**src/rtl/clk_sel_pkg.sv**
```systemverilog
// Shared types and helpers for the divided-clock select detector.
// Holds the default widths, the FSM state type and the one-hot index helper.
package clk_sel_pkg;

    localparam int SEL_W = 4;
    localparam int CNT_W = 2**SEL_W + 1;
    localparam int IDX_W = 6;

    typedef enum logic [1:0] {
        IDLE,
        MEASURE,
        LOCKED
    } state_t;

    typedef struct packed {
        logic             valid;
        logic [IDX_W-1:0] idx;
    } onehot_t;

    // valid only when exactly one bit is set; idx is then that bit's position
    function automatic onehot_t onehot_to_idx(input logic [63:0] v);
        onehot_t r;
        int      n;
        r = '0;
        n = 0;
        for (int i = 0; i < 64; i++) begin
            if (v[i]) begin
                n     = n + 1;
                r.idx = IDX_W'(i);
            end
        end
        r.valid = (n == 1);
        return r;
    endfunction

endpackage

```
**src/rtl/clk_sel_detect_if.sv**
```systemverilog
// Bus between a divided-clock source and the select detector.
// master drives div_clk and observes the recovered code; slave is the detector.
interface clk_sel_detect_if #(
    parameter int SEL_W = clk_sel_pkg::SEL_W
);

    logic             div_clk;
    logic [SEL_W-1:0] sel_out;
    logic             meas_valid;
    logic             locked;
    logic             err;

    modport master (
        output div_clk,
        input  sel_out,
        input  meas_valid,
        input  locked,
        input  err
    );

    modport slave (
        input  div_clk,
        output sel_out,
        output meas_valid,
        output locked,
        output err
    );

endinterface

```
**src/rtl/clk_sel_pow2_decode.sv**
```systemverilog
// Combinational power-of-two interval decoder: meas -> {valid, log2 code}.
// With CLK_SEL_DETECT_FULL_PERIOD_EN the interval is a full period, so code = log2 - 1.
module clk_sel_pow2_decode #(
    parameter int SEL_W = clk_sel_pkg::SEL_W,
    parameter int CNT_W = 2**SEL_W + 1
) (
    input  logic [CNT_W-1:0] meas,
    output logic             valid,
    output logic [SEL_W-1:0] code
);
    import clk_sel_pkg::*;

    localparam int MAX_IDX = 2**SEL_W - 1;

    onehot_t oh;

    always_comb begin
        oh = onehot_to_idx(64'(meas));
`ifdef CLK_SEL_DETECT_FULL_PERIOD_EN
        // meas == 1 cannot be a full period of any tap
        valid = oh.valid && (oh.idx != '0) && (int'(oh.idx) <= MAX_IDX + 1);
        code  = SEL_W'(oh.idx - IDX_W'(1));
`else
        valid = oh.valid && (int'(oh.idx) <= MAX_IDX);
        code  = SEL_W'(oh.idx);
`endif
    end

endmodule

```
**src/rtl/clk_sel_detect.sv**
```systemverilog
// Recovers the power-of-two divider select code from a divided clock and tracks lock.
// Optional build macro CLK_SEL_DETECT_FULL_PERIOD_EN: measure rising-to-rising only.
module clk_sel_detect #(
    parameter int SEL_W    = clk_sel_pkg::SEL_W,
    parameter int CNT_W    = 2**SEL_W + 1,
    parameter int LOCK_CNT = 4
) (
    input  logic             clk,
    input  logic             rst_n,
    clk_sel_detect_if.slave  bus
);
    import clk_sel_pkg::*;

    localparam int MATCH_W = $clog2(LOCK_CNT + 1);

    logic               s1, s2, s3;
    logic               div_edge;
    logic               cnt_sat;
    logic [CNT_W-1:0]   cnt;
    logic               code_vld;
    logic [SEL_W-1:0]   code;
    logic [SEL_W-1:0]   sel_out;
    logic [MATCH_W-1:0] match_cnt;
    logic [MATCH_W-1:0] next_match;
    logic               meas_valid;
    logic               locked;
    logic               err;
    state_t             state;

`ifdef CLK_SEL_DETECT_FULL_PERIOD_EN
    assign div_edge = s2 & ~s3;
`else
    assign div_edge = s2 ^ s3;
`endif

    assign cnt_sat = &cnt;

    always_ff @(posedge clk or negedge rst_n) begin
        if (!rst_n) begin
            s1  <= 1'b0;
            s2  <= 1'b0;
            s3  <= 1'b0;
            cnt <= '0;
        end else begin
            s1 <= bus.div_clk;
            s2 <= s1;
            s3 <= s2;
            if (div_edge) begin
                cnt <= CNT_W'(1);
            end else if (!cnt_sat) begin
                cnt <= cnt + CNT_W'(1);
            end
        end
    end

    // Decoding cnt directly in the edge cycle keeps meas_valid at 3 clk after the transition
    clk_sel_pow2_decode #(
        .SEL_W (SEL_W),
        .CNT_W (CNT_W)
    ) u_decode (
        .meas  (cnt),
        .valid (code_vld),
        .code  (code)
    );

    assign next_match = (code == sel_out) ? match_cnt + MATCH_W'(1) : MATCH_W'(1);

    always_ff @(posedge clk or negedge rst_n) begin
        if (!rst_n) begin
            state      <= IDLE;
            sel_out    <= '0;
            match_cnt  <= '0;
            meas_valid <= 1'b0;
            locked     <= 1'b0;
            err        <= 1'b0;
        end else begin
            meas_valid <= 1'b0;
            case (state)
                IDLE: begin
                    // the interval closed by the first edge has an unknown start
                    if (div_edge) begin
                        state <= MEASURE;
                    end
                end
                default: begin
                    if (div_edge) begin
                        meas_valid <= 1'b1;
                        if (!code_vld) begin
                            err       <= 1'b1;
                            locked    <= 1'b0;
                            match_cnt <= '0;
                            state     <= MEASURE;
                        end else if (!(state == LOCKED && code == sel_out)) begin
                            sel_out   <= code;
                            match_cnt <= next_match;
                            if (next_match == MATCH_W'(LOCK_CNT)) begin
                                locked <= 1'b1;
                                state  <= LOCKED;
                            end else begin
                                locked <= 1'b0;
                                state  <= MEASURE;
                            end
                        end
                    end else if (cnt_sat) begin
                        locked    <= 1'b0;
                        match_cnt <= '0;
                        state     <= IDLE;
                    end
                end
            endcase
        end
    end

    assign bus.sel_out    = sel_out;
    assign bus.meas_valid = meas_valid;
    assign bus.locked     = locked;
    assign bus.err        = err;

endmodule

```
**src/flat_wrapper.sv**
```systemverilog
// flat-port wrapper written by rule: the top's interface ports become plain ports
module clk_sel_detect_flat import clk_sel_pkg::*;
#(
    parameter int SEL_W    = clk_sel_pkg::SEL_W,
    parameter int CNT_W    = 2**SEL_W + 1,
    parameter int LOCK_CNT = 4
)
  (clk, rst_n, bus_div_clk, bus_sel_out, bus_meas_valid, bus_locked, bus_err);
  clk_sel_detect_if #(.SEL_W(SEL_W)) bus_i ();
  input  logic clk;
  input  logic rst_n;
  input wire logic [$bits(bus_i.div_clk)-1:0] bus_div_clk;
  output wire logic [$bits(bus_i.sel_out)-1:0] bus_sel_out;
  output wire logic [$bits(bus_i.meas_valid)-1:0] bus_meas_valid;
  output wire logic [$bits(bus_i.locked)-1:0] bus_locked;
  output wire logic [$bits(bus_i.err)-1:0] bus_err;
  assign bus_i.div_clk = bus_div_clk;
  assign bus_sel_out = bus_i.sel_out;
  assign bus_meas_valid = bus_i.meas_valid;
  assign bus_locked = bus_i.locked;
  assign bus_err = bus_i.err;
  clk_sel_detect #(.SEL_W(SEL_W), .CNT_W(CNT_W), .LOCK_CNT(LOCK_CNT)) u_core (.clk(clk), .rst_n(rst_n), .bus(bus_i));
endmodule
```
**config.mk**
```make
export PLATFORM = sky130hd
export DESIGN_NAME = clk_sel_detect_flat
export DESIGN_NICKNAME = d
export VERILOG_FILES = /design/src/rtl/clk_sel_pkg.sv /design/src/rtl/clk_sel_detect_if.sv /design/src/rtl/clk_sel_pow2_decode.sv /design/src/rtl/clk_sel_detect.sv /design/src/flat_wrapper.sv
export SDC_FILE = /design/constraint.sdc
export NUM_CORES = 1
export LEC_CHECK = 0
export CELL_PAD_IN_SITES_DETAIL_PLACEMENT = 0
export CELL_PAD_IN_SITES_GLOBAL_PLACEMENT = 1
export CORE_UTILIZATION = 50
export CTS_BUF_LIST = sky130_fd_sc_hd__clkbuf_2 sky130_fd_sc_hd__clkbuf_4 sky130_fd_sc_hd__clkbuf_8
export DETAILED_ROUTE_END_ITERATION = 6
export PLACE_DENSITY_LB_ADDON = 0.1
export SYNTH_ARGS = -nofsm -noshare
export SYNTH_HDL_FRONTEND = slang
export SYNTH_SLANG_ARGS = --single-unit
```
**constraint.sdc**
```tcl
create_clock -name clk -period 13.4 [get_ports clk]
set_input_delay 2.01 -clock clk [delete_from_list [all_inputs] [get_ports clk]]
set_output_delay 2.01 -clock clk [all_outputs]
set_load 0.01 [all_outputs]
```
==> metrics.csv <==
metric,value,unit
ant_nets,0,
crit_path_max_fanout,11,
area_growth,5.64,%
core_area,7250,um2
synth_cells,451,
yosysTopAreaCell,dfrtp_1,
n_antenna_cell,0,
crit_path_start_kind,register,
max_freq,87.6,MHz
hold_slack,0.351,ns
clk_path_buf_depth,2,
fin_crit_sh,85.2,%
initial_utilization,51.7,%
tns,0,ns
crit_path_top_delay_cell,o31a_1,
cts_setup_buffers,0,
antenna_found_initial,0,
p_per_area,116,nW/um2
dpl_cell_area,3860,um2
grt_max_degree,33,
ys_warn_count,0,
dr.pass1.iters,4,
synth-edff-count,0,
hold_viol_final,0,
ys_types,74,
cts_buffers,5,
die_x,88.6,um
drc,0,
io_buffers,9,
max_slew_margin,53.9,%
numClockSinks,32,
dp_hpwl,6.20,mm
path_clk_slew,0.06,ns
yosys-top-cells-count,"nor2_1 (47), xnor2_1 (40), nand2_1 (37), dfrtp_1 (32), inv_1 (20)",
cts_tree,done,
synth_top_area_share,21.4,%
clk_latency,0.28,ns
via_per_inst,5.72,
syn_area,3750,um2
root_buffer,clkbuf_8,
setup.worst_path.end_class,register,
pre_cts_slack,2.03,ns
num_rows,31,
nNetsFinal,464,
synth_area_leaders,"dfrtp_1 (21%), xnor2_1 (9.3%), ha_1 (5.7%)",
htree_levels,2,
status,completed,
place.gp.congestion,0.794,
r2r_start,u_core.cnt[0],
track_usage,22.2,%
setup_viol,0,
grt_pass1_wl,13.6,mm
tightest_slew,0.692,ns
cap_violations,0,
worstSetupPathType,register to register,
period_needed,11.42,ns
slew_violations,0,
vias,3106,
ctsResizeCount,0,
fin_worst_skew,0.00319,ns
postLayoutCellArea,3960,um2
crit_path_frequent_cell,ha_1,
synth_seq_cells,32,
die_y,88.6,um
min_path_type,register to register,
avgSynthCellArea,8.31,um2
drt_iter0_drc,203,
rsz0062_at_grt,no,
fin_util,54.6,%
io_pins,10,
fin_ws,1.98,ns
p_leak,1.59,nW
yosysSeqAreaShare,21.4,%
worstHoldStart,u_core.s1,
routedWlPerCell,15.2,um
cp.arrival,11.58,ns
crit_path_start,u_core.cnt[0],
syn_nets,471,
grt_overflow,0,
yosysMostFrequentCell,nor2_1,
final_layout_size_suffix_gt1_share,8.56,%
wl,8.24,mm
synthFlopType,dfrtp_1,
first_global_vias,2812,
nFillCells,730,
holdBufCountCts,0,
cp_slowest_stage_delay,0.43,ns
required,13.56,ns
async_flop_share,100,%
die_area,7850,um2
peakVddDrop,0.0967,mV
-- placed cells by master, fill, tap and decap left out, drive strengths merged, types with 4 or more instances in the layout --
| cell type | netlist | layout |
|---|---|---|
| clkbuf | 14 | 7 |
| nor4 | 5 | 5 |
| nand3 | 20 | 20 |
| xor2 | 13 | 13 |
| inv | 20 | 20 |
| a21o | 5 | 5 |
| dfrtp | 32 | 32 |
| xnor2 | 49 | 49 |
| o21ai | 26 | 26 |
| nor2b | 4 | 4 |
| mux2 | 8 | 8 |
| nor3 | 12 | 12 |
| ha | 17 | 17 |
| or3 | 6 | 6 |
| nand4 | 10 | 10 |
| or2 | 4 | 4 |
| clkdlybuf4s50 | 0 | 9 |
| and2 | 6 | 6 |
| nand2 | 38 | 38 |
| a21oi | 19 | 19 |
| nor2 | 47 | 47 |
| mux2i | 4 | 4 |
| a211oi | 9 | 9 |
| nand2b | 11 | 11 |
| xnor3 | 7 | 7 |
| a211o | 4 | 4 |
-- power breakdown --
part / total (mW) / switching (mW) / internal [mW]
registers: 0.113 / 0.00942 / 0.103
logic: 0.268 / 0.148 / 0.120
clock network: 0.0802 / 0.0345 / 0.0457
-- registers in the layout, summed over array words and instances, names as in the netlist, 2 cells and up --
name                cells
u_core.state            2
u_core.match_cnt        3
u_core.bus.sel_out      4
u_core.cnt             17
-- layer usage --
layer,up-vias,global-route usage [%],routed length (um)
met3,6,3.36,179
met2,27,35.9,3730
met4,0,3.52,48
met1,1475,31.8,4280
met5,-,0,0
li1,1598,-,-
-- kinds of logic (layout without fill, tap and decap cells) --
kind of cell | count (synthesis) | count (layout) | synth area share, %
adder cells (fa/ha/maj) | 17 | 17 | 5.67
AND/OR/NAND/NOR | 173 | 173 | 23.0
multiplexers | 12 | 12 | 3.47
AO/OA/AOI/OAI | 100 | 100 | 18.8
flip-flops | 32 | 32 | 21.4
XOR/XNOR | 71 | 71 | 22.7
buffers and inverters | 46 | 39 | 5.14
-- layout make-up --
type	count	area, um2	area share [%]
Multi-Input combinational cell	373	2760	69.6
Sequential cell	32	801	20.2
Tap cell	99	124	3.13
Timing Repair Buffer	11	105	2.65
Clock buffer	7	96.3	2.43
Inverter	21	78.8	1.99
-- final timing paths --
path / to / cells after the start / slack (ns)
max in group asynchronous: u_core.cnt[10] / 2 / 10.98
max reg2reg: u_core.match_cnt[1] / 49 / 1.98
min reg2reg: u_core.s2 / 0 / 0.35
min: u_core.s2 / 0 / 0.35
min in group asynchronous: u_core.match_cnt[2] / 2 / 2.12
max: u_core.match_cnt[1] / 49 / 1.98
-- worst max-delay path, delay by kind of cell (launching register included) --
kind                       cells  cell delay [ns]
adders and majority gates     14             4.34
xor gates and xnor gates       1             0.33
and+or+nand+nor               12             1.53
buffers and inverters          3             0.29
muxes                          5             1.46
AOI/OAI and AO/OA             14             2.92
DFF                            1             0.41
-- stage by stage --
stage / std cells / total power, mW
after floorplan: 451 / 0.332
after global placement: 536 / 0.376
after detailed placement: 536 / 0.382
after CTS: 543 / 0.464
after global routing: 543 / 0.498
final: 543 / 0.461
(Power assumes the default switching activity.)
